### src/rtl/chi_link_tx_crd_ctrl.sv
// rtl/chi_link_tx_crd_ctrl.sv - CHI TX link-activation handshake and per-channel L-credit control
module chi_link_tx_crd_ctrl #(
   parameter int NUM_CHN = 3,
   parameter int MAX_CRD = 15,
   parameter int CRD_W   = 4
) (
   input  logic                     clk,
   input  logic                     resetn,
   input  logic                     link_en,
   output logic                     txlinkactivereq,
   input  logic                     txlinkactiveack,
   output logic                     txsactive,
   input  logic [NUM_CHN-1:0]       lcrdv,
   input  logic [NUM_CHN-1:0]       flit_req,
   output logic [NUM_CHN-1:0]       flit_gnt,
   output logic [NUM_CHN-1:0]       lnk_flit_v,
   output logic [NUM_CHN-1:0]       flitpend,
   output logic [NUM_CHN*CRD_W-1:0] crd_cnt,
   output logic [1:0]               link_state,
   output logic [NUM_CHN-1:0]       crd_err,
   input  logic                     err_clr
);

   localparam logic [1:0] ST_STOP       = 2'b00;
   localparam logic [1:0] ST_ACTIVATE   = 2'b01;
   localparam logic [1:0] ST_RUN        = 2'b10;
   localparam logic [1:0] ST_DEACTIVATE = 2'b11;
   localparam logic [CRD_W-1:0] CRD_MAX = CRD_W'(MAX_CRD);
   localparam logic [CRD_W-1:0] CRD_ONE = CRD_W'(1);

   logic [1:0]         r_state;
   logic [1:0]         w_state_nxt;
   logic               r_req;
   logic [CRD_W-1:0]   r_cnt [NUM_CHN];
   logic [NUM_CHN-1:0] r_err;
   logic [NUM_CHN-1:0] w_inc;
   logic [NUM_CHN-1:0] w_dec;
   logic [NUM_CHN-1:0] w_full;
   logic [NUM_CHN-1:0] w_nz;
   logic [NUM_CHN-1:0] w_err_set;
   logic               w_all_zero;

   always_comb begin
      w_inc      = '0;
      w_dec      = '0;
      w_full     = '0;
      w_nz       = '0;
      w_err_set  = '0;
      flit_gnt   = '0;
      lnk_flit_v = '0;
      flitpend   = '0;
      crd_cnt    = '0;
      for (int i = 0; i < NUM_CHN; i++) begin
         w_nz[i]       = (r_cnt[i] != '0);
         w_full[i]     = (r_cnt[i] == CRD_MAX);
         flit_gnt[i]   = (r_state == ST_RUN) & flit_req[i] & w_nz[i];
         lnk_flit_v[i] = (r_state == ST_DEACTIVATE) & w_nz[i];
         flitpend[i]   = (r_state == ST_ACTIVATE) | (r_state == ST_RUN) | lnk_flit_v[i];
         w_inc[i]      = lcrdv[i] & (r_state != ST_STOP);
         w_dec[i]      = flit_gnt[i] | lnk_flit_v[i];
         // Credits offered while the link is stopped are a protocol violation.
         w_err_set[i]  = (lcrdv[i] & (r_state == ST_STOP)) | (w_inc[i] & ~w_dec[i] & w_full[i]);
         crd_cnt[i*CRD_W +: CRD_W] = r_cnt[i];
      end
      w_all_zero = ~|w_nz;
   end

   always_comb begin
      w_state_nxt = r_state;
      case (r_state)
         ST_STOP:       if (link_en && !txlinkactiveack) w_state_nxt = ST_ACTIVATE;
         ST_ACTIVATE:   if (txlinkactiveack) w_state_nxt = ST_RUN;
         ST_RUN:        if (!link_en) w_state_nxt = ST_DEACTIVATE;
         default:       if (w_all_zero && !txlinkactiveack) w_state_nxt = ST_STOP;
      endcase
   end

   // REQ is decoded from the next state so it changes in the same cycle as link_state.
   always_ff @(posedge clk or negedge resetn) begin
      if (!resetn) begin
         r_state <= ST_STOP;
         r_req   <= 1'b0;
      end else begin
         r_state <= w_state_nxt;
         r_req   <= (w_state_nxt == ST_ACTIVATE) | (w_state_nxt == ST_RUN);
      end
   end

   always_ff @(posedge clk or negedge resetn) begin
      if (!resetn) begin
         for (int i = 0; i < NUM_CHN; i++) r_cnt[i] <= '0;
         r_err <= '0;
      end else begin
         for (int i = 0; i < NUM_CHN; i++) begin
            if (w_inc[i] && !w_dec[i] && !w_full[i])
               r_cnt[i] <= r_cnt[i] + CRD_ONE;
            else if (w_dec[i] && !w_inc[i])
               r_cnt[i] <= r_cnt[i] - CRD_ONE;
         end
         if (err_clr)
            r_err <= '0;
         else
            r_err <= r_err | w_err_set;
      end
   end

   assign txlinkactivereq = r_req;
   assign txsactive       = (r_state != ST_STOP) | (|flit_req);
   assign link_state      = r_state;
   assign crd_err         = r_err;

endmodule
### config.mk
export PLATFORM = sky130hd
export DESIGN_NAME = chi_link_tx_crd_ctrl
export DESIGN_NICKNAME = d
export VERILOG_FILES = /design/src/rtl/chi_link_tx_crd_ctrl.sv
export SDC_FILE = /design/constraint.sdc
export NUM_CORES = 1
export LEC_CHECK = 0
export BUFFER_PORTS_ARGS = -buffer_cell sky130_fd_sc_hd__buf_2
export CAP_MARGIN = 20
export CORE_AREA = 5 5 56 58
export CTS_BUF_LIST = sky130_fd_sc_hd__clkbuf_8 sky130_fd_sc_hd__clkbuf_16
export DETAILED_ROUTE_END_ITERATION = 8
export DIE_AREA = 0 0 61 63
export GPL_ROUTABILITY_DRIVEN = 0
export PLACE_DENSITY = 0.81
export SETUP_SLACK_MARGIN = 0.02
export SYNTH_ARGS = -nofsm -noshare
export SYNTH_HDL_FRONTEND = slang
export SYNTH_SLANG_ARGS = --single-unit
### constraint.sdc
create_clock -name clk -period 6.8 [get_ports clk]
set_clock_uncertainty 0.15 [all_clocks]
set_input_delay 1.36 -clock clk [delete_from_list [all_inputs] [get_ports clk]]
set_output_delay 1.36 -clock clk [all_outputs]
set_load 0.01 [all_outputs]
# After elaboration in Yosys (flattened, before gate mapping)
# Cells that the tools add are included.
# W data, S select, Z words.
dict set report totals {
  out_inout_bits 28
  input_bits 11
  register_bits 18
  wordCells 101
}
dict set report op_classes {
  eq_ne 8
  muxes 12
  bitwise_logic 37
  n_addsub 6
  n_reduce_logical 32
}
# op n
set op_table {}
lappend op_table {{$mux W4} 6}
lappend op_table {{$and A1 B1 Y1} 21}
lappend op_table {{$add A4 B1 Y4 const B} 3}
lappend op_table {{$eq A4 B4 Y1 const B} 3}
lappend op_table {{$or A1 B1 Y1} 12}
lappend op_table {{$reduce_bool A4 Y1} 3}
lappend op_table {{$sub A4 B1 Y4 const B} 3}
lappend op_table {{$logic_and A1 B1 Y1} 11}
lappend op_table {{$logic_not A1 Y1} 11}
lappend op_table {{$mux W2} 4}
lappend op_table {{$reduce_bool A2 Y1} 4}
lappend op_table {{$eq A2 B2 Y1 const B} 3}
lappend op_table {{$pmux W2 S3} 1}
lappend op_table {{$reduce_or A3 Y1} 2}
lappend op_table {{$eq A2 B1 Y1 const B} 2}
lappend op_table {{$mux W3} 1}
lappend op_table {{$not A1 Y1} 3}
lappend op_table {{$or A3 B3 Y3} 1}
lappend op_table {{$logic_not A2 Y1} 1}

# Longest topological paths before layout
# Gate-level depths: netlist (run 1).
dict set report depth {
  ltp_word 10
  mapped_depth 10
  mapped_depth_nobuf 9
}

# Least setup slack after synthesis (run 1)
# Ideal clock, no wire load.
dict set report synth_timing {
  path_kind {input to output}
  startpoint {in flit_req[0]}
  endpoint {out txsactive}
  setup_slack_ns 3.358
  stages 1
  required_time_ns 5.290
  arrival_ns 1.932
  cell_sequence {or4_1}
}
dict set report synth_between {
  elab_chain_cells 2
}
# element line
set synth_lines {}
lappend synth_lines {{start, declared} 14} ;# input logic [NUM_CHN-1:0] flit_req,
lappend synth_lines {{$reduce_or A3 Y1} 108} ;# assign txsactive = (r_state != ST_STOP) | (|flit_req);
lappend synth_lines {{$or A1 B1 Y1} 108}
lappend synth_lines {{end, declared} 12} ;# output logic txsactive,
# Every way passes these cells.

# Final worst setup path (run 1)
# Ends and elaborated chain as after synthesis.

==> results of run 1 <==
## registers in the layout, summed over array words and instances (netlist names)
| register | count |
|---|---|
| crd_cnt | 12 |
| link_state | 2 |
| txlinkactivereq | 1 |
| crd_err | 3 |
## worst max-delay path by stage
stage | startpoint | to | slack (ps)
finish | flit_req[0] | txsactive | 3140
global placement | flit_req[0] | txsactive | 3170
CTS | flit_req[0] | txsactive | 3130
floorplan | flit_req[0] | txsactive | 3360
global route | flit_req[0] | txsactive | 3110
detailed placement | flit_req[0] | txsactive | 3130
## metrics by stage
step                cells  util, %  total power [uW]  worst slack (ps)
detailed placement    189     59.4               859              3130
finish                193     61.5               951              3140
floorplan             123        -               676              3360
global route          193     61.5              1040              3110
CTS                   193     61.5               959              3130
global placement      189     59.4               816              3170
## kinds of logic (layout without fill, tap and decap cells)
kind of cell | Yosys count | in the layout | synth area share (%)
and+or+nand+nor | 35 | 35 | 18.3
AOI/OAI and AO/OA | 31 | 31 | 17.9
DFF | 18 | 18 | 33.6
adders and majority gates | 14 | 14 | 14.8
xor gates and xnor gates | 9 | 9 | 5.89
muxes | 9 | 9 | 7.29
buffers and inverters | 7 | 46 | 2.15
## cell usage in the layout (no fill, tap or decap), types with 4 or more instances in the layout
master / synthesis / final
nor2_1: 8 / 8
ha_1: 11 / 11
mux2_2: 6 / 6
clkbuf_8: 0 / 4
nand2_1: 5 / 5
xor2_1: 9 / 9
a21oi_1: 10 / 10
dfrtp_1: 18 / 18
a21o_1: 5 / 5
buf_2: 2 / 38
inv_1: 4 / 4
## final cells by class
class	count	area [sq um]	share of cell area [%]
multi-input cells	98	860	53.4
flip-flops and latches	18	450	28.0
repair buffers	38	190	11.8
clock buffers	4	55.1	3.42
well taps	31	38.8	2.41
inverters	4	15.0	0.933
## routing by layer
metal / track usage (%) / up-vias / share of wire, %
met5: 0 / - / 0
met4: 7.86 / 0 / 1.9
met3: 3.31 / 7 / 7.6
met2: 29.1 / 42 / 50
met1: 22.5 / 550 / 40
li1: - / 534 / -
## power by group through the flow
| stage | clock network (uW) | logic, uW | registers, uW |
|---|---|---|---|
| after floorplan | 0 | 408 | 268 |
| after global placement | 0 | 566 | 250 |
| after detailed placement | 0 | 603 | 257 |
| after CTS | 90.0 | 614 | 255 |
| after global routing | 94.8 | 673 | 269 |
| final | 88.9 | 607 | 256 |
## critical path: cells and delay by family
kind / cells / cell delay [ps]
AND/OR/NAND/NOR: 1 / 520
buffers and inverters: 2 / 280
==> reports/qor.txt, run 1 <==
Status - finished clean
DRC - 0
Initial core utilization - 51.2%
Die ar. - 0.00384 sq mm
First-pass DRT Iterations - 4
Fin area - 0.00161 sq mm
P_int - 504 uW
MaxCap Viol Count - 0
Critical Path Start Type - primary input
Root Driver - clkbuf_8
Post-CTS sizing - 0
Slew Viols, Final - 0
Vias in the first global route - 1,088
Worst R2R End - crd_cnt[11]
RSZ-0062 raised after global routing - false
Global-route usage over all layers - 17.9%
Synth cell types - 39
Post-synth EDFFs - 0
WL/cell - 16.4 um
Worst path max stage delay - 520 ps
Seq/Total Area, Yosys - 33.6%
Via Count - 1,133
CP dominant cell by count - buf_2
Final setup TNS - 0 ps
First-pass GRT wire length - 5.22 mm
Syn-to-layout area delta - 20.2%
Syn Inst Count - 123
Clk sink count - 18
Clock transition at the registers of the reported paths - 70 ps
WP data required - 5290 ps
Skew-Pair Late Insertion Delay - 260 ps
Hold Crit Class - flop to flop
Mapped Area - 0.00134 sq mm
Worst r2r src - link_state[0]
Num CTS Buffers - 3
Hold Path Origin - crd_err[0]
Final hold vios - 0
Seq cells post-synth - 18
Layout cells sized above 1 - 38.9%
Vias/cell - 5.87
Layout fillers - 229
Antenna Cells - 0
Syn nets - 148
Num rows - 19
Crit Path Max Fanout - 4
Initial antenna violation count - 0
Yosys top cell area share - 33.6%
Final setup fails - 0
Seq pwr share - 26.9%
Total Wirelength - 3.17 mm
H-tree depth - 1
Placed cell area - 0.00155 sq mm
First-iteration detailed-routing DRC count - 72
Rel. slew slack - 69.2%
Register-to-register setup slack - 4050 ps
YS warnings - 0
Total setup buffers inserted after CTS - 0
Main synth FF type - dfrtp_1
Crit path DAT - 2150 ps
Final Cycle Share - 53.9%
Pin count of the biggest net entering global routing - 19
Final global-route overflow total - 0
IO buf count - 38
Synth top area cells - dfrtp_1, ha_1, xor2_1
Min Tclk post-route - 3660 ps
Slowest-stage cell, CP - or4_1
I/O pin total - 39
TritonCTS clock tree - done
Power Density - 591 mW/mm^2
Switching power - 447 uW
Clock Path Buffers - 2
Nets - 188
Clock share of power - 9.4%
Kind of critical path - primary input to output pin
Switching part of the total - 47.0%
Routed Antenna Nets - 0
Hold buffer count at cts - 0
Post-synth top cells - dfrtp_1, ha_1, a21oi_1
Async SR Flop Fraction - 100%
Worst VDD drop - 0.000349 V
Worst Setup End Kind - output pin
Combinational Power Share - 63.8%
Worst-Margin Slew - 459 ps
Critical-path cell list - buf_2, or4_1, buf_2
Avg Inst Size Synth - 10.9 sq um
Core area - 0.00262 sq mm
Post-DP HPWL - 2.49 mm
WHS - 355 ps
Dominant cell by count in the synthesized netlist - dfrtp_1
Area leader, netlist - dfrtp_1
Worst Reg-to-Reg Cells - 9
Hold depth - 2
Leak pwr - 0.000793 uW
WHS Endpoint - crd_err[0]
Fmax - 0.273 GHz
Die width - 61 um
Die span in y - 63 um
No activity file was read; power rests on OpenSTA's default activity.
==> run 2: changes to the inputs <==
--- a/config.mk
+++ b/config.mk
@@ -7,12 +7,12 @@
 export LEC_CHECK = 0
 export BUFFER_PORTS_ARGS = -buffer_cell sky130_fd_sc_hd__buf_2
 export CAP_MARGIN = 20
-export CORE_AREA = 5 5 56 58
+export CORE_AREA = 5 5 60 62
 export CTS_BUF_LIST = sky130_fd_sc_hd__clkbuf_8 sky130_fd_sc_hd__clkbuf_16
 export DETAILED_ROUTE_END_ITERATION = 8
-export DIE_AREA = 0 0 61 63
+export DIE_AREA = 0 0 65 67
 export GPL_ROUTABILITY_DRIVEN = 0
-export PLACE_DENSITY = 0.81
+export PLACE_DENSITY = 0.74
 export SETUP_SLACK_MARGIN = 0.02
 export SYNTH_ARGS = -nofsm -noshare
 export SYNTH_HDL_FRONTEND = slang
==> constraint.sdc (replaced) <==
create_clock -name clk -period 3.25 [get_ports clk]
set_clock_uncertainty 0.15 [all_clocks]
set_input_delay 0.65 -clock clk [delete_from_list [all_inputs] [get_ports clk]]
set_output_delay 0.65 -clock clk [all_outputs]
set_load 0.01 [all_outputs]
==> reports/qor.txt, run 2 (synthesis results as in run 1) <==
Critical path's top delay family - simple AND/OR/NAND/NOR gates (unchanged)
Post-CTS sizing - 0 (unchanged)
Die width - 65 um (was 61 um)
IO buf count - 38 (unchanged)
Final global-route overflow total - 0 (unchanged)
Max reg flops - 12 (unchanged)
Root Driver - clkbuf_8 (unchanged)
Initial core utilization - 45.0% (was 51.2%)
WP data required - 2450 ps (was 5290 ps)
Post-DP HPWL - 2.57 mm (was 2.49 mm)
Total setup buffers inserted after CTS - 0 (unchanged)
Placed cell area - 0.00156 sq mm (was 0.00155 sq mm)
Placed insts - 192 (was 189)
First-iteration detailed-routing DRC count - 79 (was 72)
TritonCTS clock tree - done (unchanged)
Commonest non-fill, non-tap cell in the layout - buf_2 (unchanged)
Crit Path Max Fanout - 11 (was 4)
Clock Path Buffers - 2 (unchanged)
Via Count - 1,125 (was 1,133)
Leak pwr - 0.000799 uW (was 0.000793 uW)
Antenna Cells - 0 (unchanged)
Layout cells sized above 1 - 39.3% (was 38.9%)
P_int - 1060 uW (was 504 uW)
Commonest cells after routing, fill and taps aside - buf_2, dfrtp_1, ha_1 (unchanged)
Initial antenna violation count - 0 (unchanged)
Nets - 189 (was 188)
Global-route usage over all layers - 16.6% (was 17.9%)
Die span in y - 67 um (was 63 um)
Critical-path cell list - inv_1, ha_1, inv_1, or4_1, buf_2 (was buf_2, or4_1, buf_2)
Fmax - 0.365 GHz
Status - finished clean (unchanged)
Routed Antenna Nets - 0 (unchanged)
Pin count of the biggest net entering global routing - 19 (unchanged)
Syn-to-layout area delta - 20.9% (was 20.2%)
First-pass DRT Iterations - 4 (unchanged)
Rel. slew slack - 69.2% (about the same)
Final Cycle Share - 84.4%
H-tree depth - 1 (unchanged)
Hold buffer count at cts - 0 (unchanged)
Slowest-stage cell, CP - or4_1 (unchanged)
WL/cell - 16.4 um (about the same)
Slew Viols, Final - 0 (unchanged)
Total Wirelength - 3.22 mm (was 3.17 mm)
Switching part of the total - 46.4% (was 47.0%)
Clock share of power - 9.4% (about the same)
Hold Crit Class - primary input to asynchronous set/reset pin (was flop to flop)
CP dominant cell by count - inv_1 (was buf_2)
Vias in the first global route - 1,173 (was 1,088)
Skew-Pair Late Insertion Delay - 260 ps (about the same)
Critical Path Start Type - flop (was primary input)
Switching power - 912 uW (was 447 uW)
WP buf/inv - 3 (was 2)
Worst-Margin Slew - 461 ps (was 459 ps)
Core area - 0.00298 sq mm (was 0.00262 sq mm)
Die ar. - 0.00436 sq mm (was 0.00384 sq mm)
Worst VDD drop - 0.000530 V (was 0.000349 V)
Non-Filler Instances - 196 (was 193)
Seq pwr share - 27.3% (was 26.9%)
Kind of critical path - flop to output pin (was primary input to output pin)
Clk sink count - 18 (unchanged)
Worst Setup End Kind - output pin (unchanged)
Final setup TNS - 0 ps (unchanged)
Num rows - 20 (was 19)
Clock transition at the registers of the reported paths - 70 ps (about the same)
Fin util - 54.4% (was 61.5%)
Fin area - 0.00162 sq mm (was 0.00161 sq mm)
Min Tclk post-route - 2740 ps
MaxCap Viol Count - 0 (unchanged)
Combinational Power Share - 63.3% (was 63.8%)
Crit path DAT - 1940 ps (was 2150 ps)
First-pass GRT wire length - 5.40 mm (was 5.22 mm)
Power Density - 1220 mW/mm^2 (was 591 mW/mm^2)
Num CTS Buffers - 3 (unchanged)
DRC - 0 (unchanged)
Final hold vios - 0 (unchanged)
Vias/cell - 5.74 (was 5.87)
I/O pin total - 39 (unchanged)
Worst path max stage delay - 550 ps (was 520 ps)
RSZ-0062 raised after global routing - false (unchanged)
Final setup fails - 0 (unchanged)
==> run 2: final timing paths <==
| path | startpoint | to | slack [ps] | cells past startpoint |
|---|---|---|---|---|
| worst min-delay path | resetn | crd_err[2] | 170 | 1 |
| max in group asynchronous | resetn | crd_err[1] | 2500 | 1 |
| worst max register to register | link_state[0] | crd_cnt[7] | 530 | 9 |
| worst min register to register | crd_err[0] | crd_err[0] | 350 | 2 |
| worst max-delay path | link_state[0] | txsactive | 510 | 5 |
| min in group clk | crd_err[0] | crd_err[0] | 350 | 2 |
==> run 2: cell type report <==
cell class | count | area (sq um)
multi-input cells | 98 | 860
well taps | 33 | 41.3
fillers | 278 | 1360
clock buffers | 4 | 55.1
repair buffers | 39 | 198
inverters | 4 | 15.0
flip-flops and latches | 18 | 450
==> run 2: stage by stage <==
| stage | power [uW] | hold WS (ps) | setup WS (ps) |
|---|---|---|---|
| final | 1970 | 167 | 509 |
| after global routing | 2170 | 202 | 282 |
| after CTS | 1990 | 178 | 499 |
| after detailed placement | 1790 | 338 | 539 |
| after global placement | 1720 | 342 | 669 |
| after floorplan | 1410 | 204 | 688 |
==> run 2: power by group through the flow <==
stage	clock network (uW)	logic, uW	registers [uW]
5_1_grt	201	1400	563
4_1_cts	194	1260	537
6_report	185	1240	538
3_5_place_dp	0	1250	541
2_1_floorplan	0	855	560
3_3_place_gp	0	1200	521
==> run 2: per-layer routing <==
metal / GRT usage [%] / part of all wire (%) / vias to the layer above
met5: 0 / 0 / -
met4: 10.6 / 3.5 / 0
met3: 2.70 / 5.9 / 9
met2: 28.6 / 49 / 37
met1: 18.9 / 42 / 545
li1: - / - / 534
